$ cat src/rtl/pipe_pkg.sv
// Shared types for the EX-stage control slice: condition codes,
// NZCV bit positions and the ID/EX control bundle.
package pipe_pkg;

  typedef enum logic [3:0] {
    EQ = 4'b0000, NE = 4'b0001,
    CS = 4'b0010, CC = 4'b0011,
    MI = 4'b0100, PL = 4'b0101,
    VS = 4'b0110, VC = 4'b0111,
    HI = 4'b1000, LS = 4'b1001,
    GE = 4'b1010, LT = 4'b1011,
    GT = 4'b1100, LE = 4'b1101,
    AL = 4'b1110, NV = 4'b1111
  } cond_e;

  localparam int FLAG_N = 3;
  localparam int FLAG_Z = 2;
  localparam int FLAG_C = 1;
  localparam int FLAG_V = 0;

  typedef struct packed {
    logic       valid;
    logic       regw;
    logic       memw;
    logic       memtoreg;
    logic       alusrc;
    logic       branch;
    logic       pcs;
    logic [1:0] aluctrl;
    logic [1:0] flagw;
    cond_e      cond;
  } ex_ctrl_t;

  localparam ex_ctrl_t BUBBLE_CTRL = '{
    valid:    1'b0,
    regw:     1'b0,
    memw:     1'b0,
    memtoreg: 1'b0,
    alusrc:   1'b0,
    branch:   1'b0,
    pcs:      1'b0,
    aluctrl:  2'b00,
    flagw:    2'b00,
    cond:     AL
  };

endpackage

$ cat src/rtl/pipe_cond_check.sv
// Combinational condition evaluator.
// Ports: Cond (instr[31:28]), Flags {N,Z,C,V} -> CondEx.
module pipe_cond_check
  import pipe_pkg::*;
(
  input  logic [3:0] Cond,
  input  logic [3:0] Flags,
  output logic       CondEx
);

  logic n, z, c, v;

  assign n = Flags[FLAG_N];
  assign z = Flags[FLAG_Z];
  assign c = Flags[FLAG_C];
  assign v = Flags[FLAG_V];

  always_comb begin
    CondEx = 1'b0;
    unique case (cond_e'(Cond))
      EQ: CondEx = z;
      NE: CondEx = ~z;
      CS: CondEx = c;
      CC: CondEx = ~c;
      MI: CondEx = n;
      PL: CondEx = ~n;
      VS: CondEx = v;
      VC: CondEx = ~v;
      HI: CondEx = c & ~z;
      LS: CondEx = ~c | z;
      GE: CondEx = (n == v);
      LT: CondEx = (n != v);
      GT: CondEx = ~z & (n == v);
      LE: CondEx = z | (n != v);
      AL: CondEx = 1'b1;
      NV: CondEx = 1'b0;
    endcase
  end

endmodule

$ cat src/rtl/pipe_ex_cond_stage.sv
// EX-stage control: ID/EX register with flush/stall, NZCV register,
// condition gating of RegW/MemW/PCSrc toward EX/MEM and the PC mux.
module pipe_ex_cond_stage
  import pipe_pkg::*;
#(
  parameter int WA_W = 4
) (
  input  logic            clk,
  input  logic            reset_n,
  input  logic            RegW_D,
  input  logic            MemW_D,
  input  logic            MemtoReg_D,
  input  logic            ALUSrc_D,
  input  logic            Branch_D,
  input  logic            PCS_D,
  input  logic [1:0]      ALUControl_D,
  input  logic [1:0]      FlagW_D,
  input  logic [3:0]      Cond_D,
  input  logic [WA_W-1:0] WA3_D,
  input  logic            FlushE,
  input  logic            StallE,
  input  logic [3:0]      ALUFlags_E,
  output logic            RegW_E,
  output logic            MemW_E,
  output logic            PCSrc_E,
  output logic            MemtoReg_E,
  output logic            ALUSrc_E,
  output logic [1:0]      ALUControl_E,
  output logic [WA_W-1:0] WA3_E,
  output logic            CondEx_E,
  output logic [3:0]      Flags
);

  ex_ctrl_t        ctrl_q, ctrl_d;
  logic [WA_W-1:0] wa3_q, wa3_d;
  logic [3:0]      flags_q, flags_d;
  logic            cond_ok;

  always_comb begin
    ctrl_d = ctrl_q;
    wa3_d  = wa3_q;
    if (FlushE) begin
      ctrl_d = BUBBLE_CTRL;
      wa3_d  = '0;
    end else if (!StallE) begin
      ctrl_d.valid    = 1'b1;
      ctrl_d.regw     = RegW_D;
      ctrl_d.memw     = MemW_D;
      ctrl_d.memtoreg = MemtoReg_D;
      ctrl_d.alusrc   = ALUSrc_D;
      ctrl_d.branch   = Branch_D;
      ctrl_d.pcs      = PCS_D;
      ctrl_d.aluctrl  = ALUControl_D;
      ctrl_d.flagw    = FlagW_D;
      ctrl_d.cond     = cond_e'(Cond_D);
      wa3_d           = WA3_D;
    end
  end

  pipe_cond_check u_cond (
    .Cond   (ctrl_q.cond),
    .Flags  (flags_q),
    .CondEx (cond_ok)
  );

  // A stalled instruction is shown as a bubble each stall cycle,
  // so it cannot write state until the release cycle.
  assign CondEx_E = cond_ok & ctrl_q.valid & ~StallE;

  always_comb begin
    flags_d = flags_q;
    if (CondEx_E) begin
      if (ctrl_q.flagw[1]) begin
        flags_d[FLAG_N] = ALUFlags_E[FLAG_N];
        flags_d[FLAG_Z] = ALUFlags_E[FLAG_Z];
      end
      if (ctrl_q.flagw[0]) begin
        flags_d[FLAG_C] = ALUFlags_E[FLAG_C];
        flags_d[FLAG_V] = ALUFlags_E[FLAG_V];
      end
    end
  end

  always_ff @(posedge clk or negedge reset_n) begin
    if (!reset_n) begin
      ctrl_q  <= BUBBLE_CTRL;
      wa3_q   <= '0;
      flags_q <= 4'b0000;
    end else begin
      ctrl_q  <= ctrl_d;
      wa3_q   <= wa3_d;
      flags_q <= flags_d;
    end
  end

  assign RegW_E       = ctrl_q.regw & CondEx_E;
  assign MemW_E       = ctrl_q.memw & CondEx_E;
  assign PCSrc_E      = (ctrl_q.pcs | ctrl_q.branch) & CondEx_E;
  assign MemtoReg_E   = ctrl_q.memtoreg;
  assign ALUSrc_E     = ctrl_q.alusrc;
  assign ALUControl_E = ctrl_q.aluctrl;
  assign WA3_E        = wa3_q;
  assign Flags        = flags_q;

endmodule
$ cat config.mk
export PLATFORM = sky130hd
export DESIGN_NAME = pipe_ex_cond_stage
export DESIGN_NICKNAME = d
export VERILOG_FILES = /design/src/rtl/pipe_pkg.sv /design/src/rtl/pipe_cond_check.sv /design/src/rtl/pipe_ex_cond_stage.sv
export SDC_FILE = /design/constraint.sdc
export NUM_CORES = 1
export LEC_CHECK = 0
export ABC_CLOCK_PERIOD_IN_PS = 2590
export CAP_MARGIN = 10
export CORE_MARGIN = 2
export CORE_UTILIZATION = 40
export DETAILED_ROUTE_END_ITERATION = 10
export GPL_TIMING_DRIVEN = 0
export HOLD_SLACK_MARGIN = 0.02
export PLACE_DENSITY = 0.73
export SLEW_MARGIN = 20
export SYNTH_ARGS = -nofsm -noshare
export SYNTH_HDL_FRONTEND = slang
export SYNTH_SLANG_ARGS = --single-unit
$ cat constraint.sdc
create_clock -name clk -period 2.59 [get_ports clk]
set_clock_uncertainty 0.2 [all_clocks]
set_input_delay 0.6475 -clock clk [delete_from_list [all_inputs] [get_ports clk]]
set_output_delay 0.6475 -clock clk [all_outputs]
set_load 0.03 [all_outputs]
; ---- Word level (Yosys, flattened, before mapping)
; Index checks and enable logic that the tools add are counted.
; Widths: inputs -> output; s select.
[word_totals]
regBits = 23
in_bits = 26
word_cells = 54
[classes]
eq_ne = 18
n_mux = 5
bitwise_logic = 15
n_reduce_logical = 3
[ops]
columns = cell, n
row1 = $eq 4x4->1 const B, 8
row2 = $mux 15, 2
row3 = $eq 4x3->1 const B, 4
row4 = $pmux 1 s16, 1
row5 = $eq 4x2->1 const B, 2
row6 = $mux 4, 2
row7 = $and 1x1->1, 7
row8 = $not 1->1, 5
row9 = $eq 4x1->1 const B, 1
row10 = $logic_not 4->1, 1
row11 = $reduce_and 2->1, 2
row12 = $or 1x1->1, 3
row13 = $ne 2x2->1 const B, 1
row14 = $eq 1x1->1, 1
row15 = $ne 1x1->1, 1

; ---- Logic depth before layout (Yosys ltp)
[logic_depth]
word_depth = 6
mapped_depth = 6
depth_no_buf = 5

; ---- Cells and area by module
; Synthesis repeated with hierarchy kept, for this count alone.
[unflattened]
hier_cells = 100
area_unflattened_um2 = 1166.1
[modules_own_cells]
columns = module, instances, cells_per_inst, area_per_inst_um2
row1 = pipe_ex_cond_stage, 1, 77, 1011.0
row2 = pipe_cond_check, 1, 23, 155.1

; ---- Worst setup path before layout
; No wires, ideal clock.
[synth_path]
kind = register to output
start = reg flags_q[3] (netlist: Flags[3])
end = out MemW_E
arrival_time_ns = 2.029
required_time_ns = 1.742
slack_ns = -0.286
stages_incl_launch_ff = 6
path_buffers = 0
path_cell_list = dfrtp_1 -> xnor2_1 -> or3b_1 -> a41o_4 -> o21ai_4 -> and2_1
[synth_via]
elab_chain_len = 6
word_cells_on_any_way = 9
cone_classes = eq/ne (2) / mux (1) / bitwise (6)
[synth_lines]
columns = element, line
row1 = "start, declared", pipe_ex_cond_stage.sv:36  ; logic [3:0] flags_q, flags_d;
row2 = "start signal, assigned", pipe_ex_cond_stage.sv:92  ; flags_q <= flags_d;
row3 = $ne 1x1->1 / $eq 1x1->1 (equally long branches), n/a
row4 = $or 1x1->1 / $and 1x1->1 (equally long branches), "pipe_cond_check.sv:34, pipe_cond_check.sv:33"
row5 = $pmux 1 s16 (*), pipe_cond_check.sv:20  ; unique case (cond_e'(Cond))
row6 = $and 1x1->1 (*) (2 in a row), pipe_ex_cond_stage.sv:68  ; assign CondEx_E = cond_ok & ctrl_q.valid & ~StallE;
row7 = via CondEx_E, pipe_ex_cond_stage.sv:30  ; output logic CondEx_E,
row8 = $and 1x1->1 (*), pipe_ex_cond_stage.sv:97  ; assign MemW_E = ctrl_q.memw & CondEx_E;
row9 = "end, declared", pipe_ex_cond_stage.sv:24  ; output logic MemW_E,
; Mark *: on every way through the listed nets, which the timed path passes. The rest lies on a longest branch.

; ---- Worst setup path after layout
[layout_path]
start = reg flags_q[3] (netlist: Flags[3])
end = out RegW_E
[layout_via]
elab_chain_len = 6
word_cells_on_any_way = 9
cone_classes = eq/ne (2) / mux (1) / bitwise (6)
[layout_lines]
columns = element, line
row1 = $ne 1x1->1 / $eq 1x1->1 (equally long branches), n/a
row2 = $or 1x1->1 / $and 1x1->1 (equally long branches), "pipe_cond_check.sv:34, pipe_cond_check.sv:33"
row3 = $pmux 1 s16 (*), pipe_cond_check.sv:20
row4 = $and 1x1->1 (*) (2 in a row), pipe_ex_cond_stage.sv:68
row5 = $and 1x1->1 (*), pipe_ex_cond_stage.sv:96  ; assign RegW_E = ctrl_q.regw & CondEx_E;
row6 = "end, declared", pipe_ex_cond_stage.sv:23  ; output logic RegW_E,
; Every way passes the cells marked *; elsewhere a longest branch is shown, timed or not.

==> impl_summary.txt <==
----------------------------------------------------
[CTS]
  Buffer levels on the longest clock path ... 2
  Number of CTS-inserted buffers ... 3
  TritonCTS clock tree ... built
  Number of levels in the clock H-tree ... 1
  Clock root buffer ... clkbuf_4
  Insertion delay of the later-clocked pin in the worst-skew pair ... 0.31 ns
  # clock sinks ... 23
  Clock slew at the register clock pins of the worst setup and hold paths ... 0.13 ns

[Placement]
  I/O Buffers ... 40
  Number of placed cells counting well taps ... between 150 and 200
  Placement Cell Area ... between 0.0015 and 0.002 mm2
  Final weighted congestion of routability-driven global placement ... 0.736
  HPWL reported at the end of detailed placement ... 1.99 mm

[Floorplan]
  Die extent in x ... 59.1 um
  Core area ... around 0.0030 mm2
  DIE AREA ... roughly 0.0035 mm2
  Number of placement rows ... 20
  # IOs ... 42
  Height of the die ... just under 60 um
  Initial cell density of the core ... 0.408

[Global routing]
  Number of antenna violations at the first check in global routing ... 0
  Global router's overall resource usage ... 0.182
  GRT met1 Usage ... 0.232
  Met2 layer usage reported by global route ... 0.316
  Gr ovfl total ... 0
  Most used routing layer ... met2
  Met3 track demand over resource in global routing ... 0.0262
  Maximum number of pins on one net before global-route repair ... 24
  Global-route wire length before repair ... 4.88 mm
  Vias in the first global route ... 1,053

[Power]
  Power per cell area ... 554 mW/mm2
  Sequential share of power ... 0.463
  Logic gate share of total power ... 0.366
  Clk network pwr share ... 0.171
  Internal portion of total power ... 0.647 mW
  Net switching power ... ~0.33 mW
  Worst supply voltage drop on vdd ... 0.308 mV
  PnR Total Power ... 0.972 mW
  Switching power as a share of total power ... 0.335
  Leakage power of the design ... ~0.8 nW

[Timing]
  RSZ-0062 raised after global routing ... true
  Final hold violation count ... 0
  Setup WS post-layout ... -0.369 ns
  Number of slew-limit violations in the final report ... 0
  Headroom to the max-slew limit ... 0.660
  Measured slew at the worst slew-check pin ... 0.510 ns
  Setup-failing EPs final ... 4
  Clock period minus worst slack ... 2.96 ns
  Maximum clock frequency ... 338 MHz
  Post-route clock period utilization ... 1.14

[Detailed routing]
  Post-detailed-route count of antenna-violating nets ... 0
  Drt first pass iters ... 4
  Final routed DRC violation total ... 0
  WL final ... 2.74 mm
  Iter 0 DRT Violations ... 19
  Detailed-route wire length per cell ... 14.3 um
  Via density per instance ... 5.31
  Total via count after detailed routing ... between 1,000 and 1,500

[Critical path]
  Worst setup EP type ... output port
  Arr. time, crit path ... 2.11 ns
  Critical Path Source ... Flags[3]
  Critical Setup Path Class ... reg -> out
  Required time at the worst-slack endpoint ... about 1.7 ns
  Register-to-register setup slack ... 0.37 ns
  Largest fanout on the critical path ... 5
  Kind of launch point of the worst setup path ... flip-flop
  Startpoint of the most critical register-to-register path ... ctrl_q[2]
  Register-to-Register Path Depth ... 7

[Job]
  Max-cap violations ... 0

[Yosys]
  YS warnings ... 0
  Cells after Synth ... 110
  Average cell area after synthesis ... ~11 um2
  Share of synthesized area occupied by flip-flops and latches ... 0.476
  Synth top area cells ... dfrtp_1 41%, mux2i_1 13%, dfstp_2 6.5%
  Synth unique cells ... 30
  Total nets after synthesis ... 136
  Synth Cell Area ... 0.00122 mm2
  Top-area cell type share of the netlist area ... 0.412
  FF+latch count, synth ... 23
  Most area-hungry cell type in the Yosys netlist ... dfrtp_1

[Status]
  Outcome ... finished with violations
  Violations in the final reports ... setup timing

[Cells and area]
  Most used cells in the layout excluding fill and tap cells ... 34 x clkdlybuf4s50_1, 18 x dfrtp_1, 17 x nor2_1, 16 x mux2i_1, 9 x buf_4
  Most common cell after layout, fill and taps aside ... clkdlybuf4s50_1
  Util after Layout ... 0.589
  Area Growth Syn to Fin ... 44.3%
  Final design area excluding fillers ... 0.00176 mm2
  Share of post-route cells with drive strength above 1 ... 0.220
  Number of nets at the end of the flow ... 186
  Antenna fix cells ... 0
  Number of non-filler instances in the completed layout ... around 190

[Min path]
  Class of the tightest hold or removal check ... in -> async

----------------------------------------------------
## metrics by stage
stage,TNS [ns],worst slack (ns),hold slack [ns]
CTS,-1.47,-0.378,0.344
floorplan,-0.453,-0.161,0.152
finish,-1.43,-0.369,0.0894
global placement,-3.85,-0.997,0.306
detailed placement,-3.88,-1.01,0.318
global route,-1.91,-0.486,0.0943
## final timing paths
path | end
hold / removal | ctrl_q[12]
setup / recovery | RegW_E
min in group clk | WA3_E[1]
hold reg to reg | WA3_E[1]
max in group asynchronous | Flags[0]
setup reg to reg | Flags[3]
## worst max-delay path: stages, from the launching register on
cell	delay [ns]
dfrtp_2	0.47
xnor2_2	0.17
or3b_1	0.38
a41o_4	0.29
o21ai_4	0.20
and2_4	0.18
buf_6	0.12
## layer usage
| metal | wire, um | up-vias |
|---|---|---|
| met3 | 119 | 2 |
| met2 | 1420 | 25 |
| met5 | 0 | - |
| met1 | 1190 | 498 |
| li1 | - | 494 |
| met4 | 13 | 0 |
## cell usage after synthesis
library cell and number:
mux2i_1 16, or4_1 1, clkbuf_1 2, a211o_1 4
nor2b_1 5, a21oi_1 1, nor2_1 17, or3b_1 1
o21ai_0 2, o21ai_4 1, inv_1 1, nor3b_1 2
a31o_1 4, buf_2 3, and2_1 2, o211a_1 4
o21a_1 2, a211o_2 1, mux2_2 2, nand3b_1 1
xnor2_1 1, nand3_1 2, buf_4 3, a21o_1 3
a221o_1 1, a41o_4 1, nand2b_1 2, dfrtp_1 20
nand2_1 2, dfstp_2 3
## state kept, by name, summed over array words and instances (netlist names)
name,count
ALUControl_E,2
ALUSrc_E,1
Flags,4
MemtoReg_E,1
WA3_E,4
ctrl_q,11
## timing repair
action | 4_1_cts | 5_1_grt
setup buffers | 5 | 1
hold buffers | 0 | 0
pin swaps | 5 | 0
setup endpoints to repair | 4 | 4
hold endpoints to repair | 0 | 0
gates resized for setup | 31 | 0
## cell type report
cell class,count,area [um2]
fillers,276,1220
clock buffers,3,22.5
repair buffers,46,444
flip-flops and latches,23,582
clock inverters,1,5.00
plain buffers,7,40.0
inverters,1,3.75
multi-input cells,78,617
well taps,33,41.3
## power by group through the flow
stage          registers [mW]  clock network, mW  logic [mW]
3_5_place_dp            0.454                  0       0.344
3_3_place_gp            0.450                  0       0.335
5_1_grt                 0.458              0.192       0.385
2_1_floorplan           0.494                  0       0.166
6_report                0.450              0.166       0.356
4_1_cts                 0.450              0.173       0.356
## cell families after synthesis
kind of cell / after synthesis / share of synthesized area
AOI/OAI and AO/OA: 24 / 0.181
DFF: 23 / 0.476
buffers and inverters: 9 / 0.0401
muxes: 18 / 0.150
xor gates and xnor gates: 1 / 0.00720
and+or+nand+nor: 35 / 0.145
Note: power is estimated with default switching activity, not from simulation.
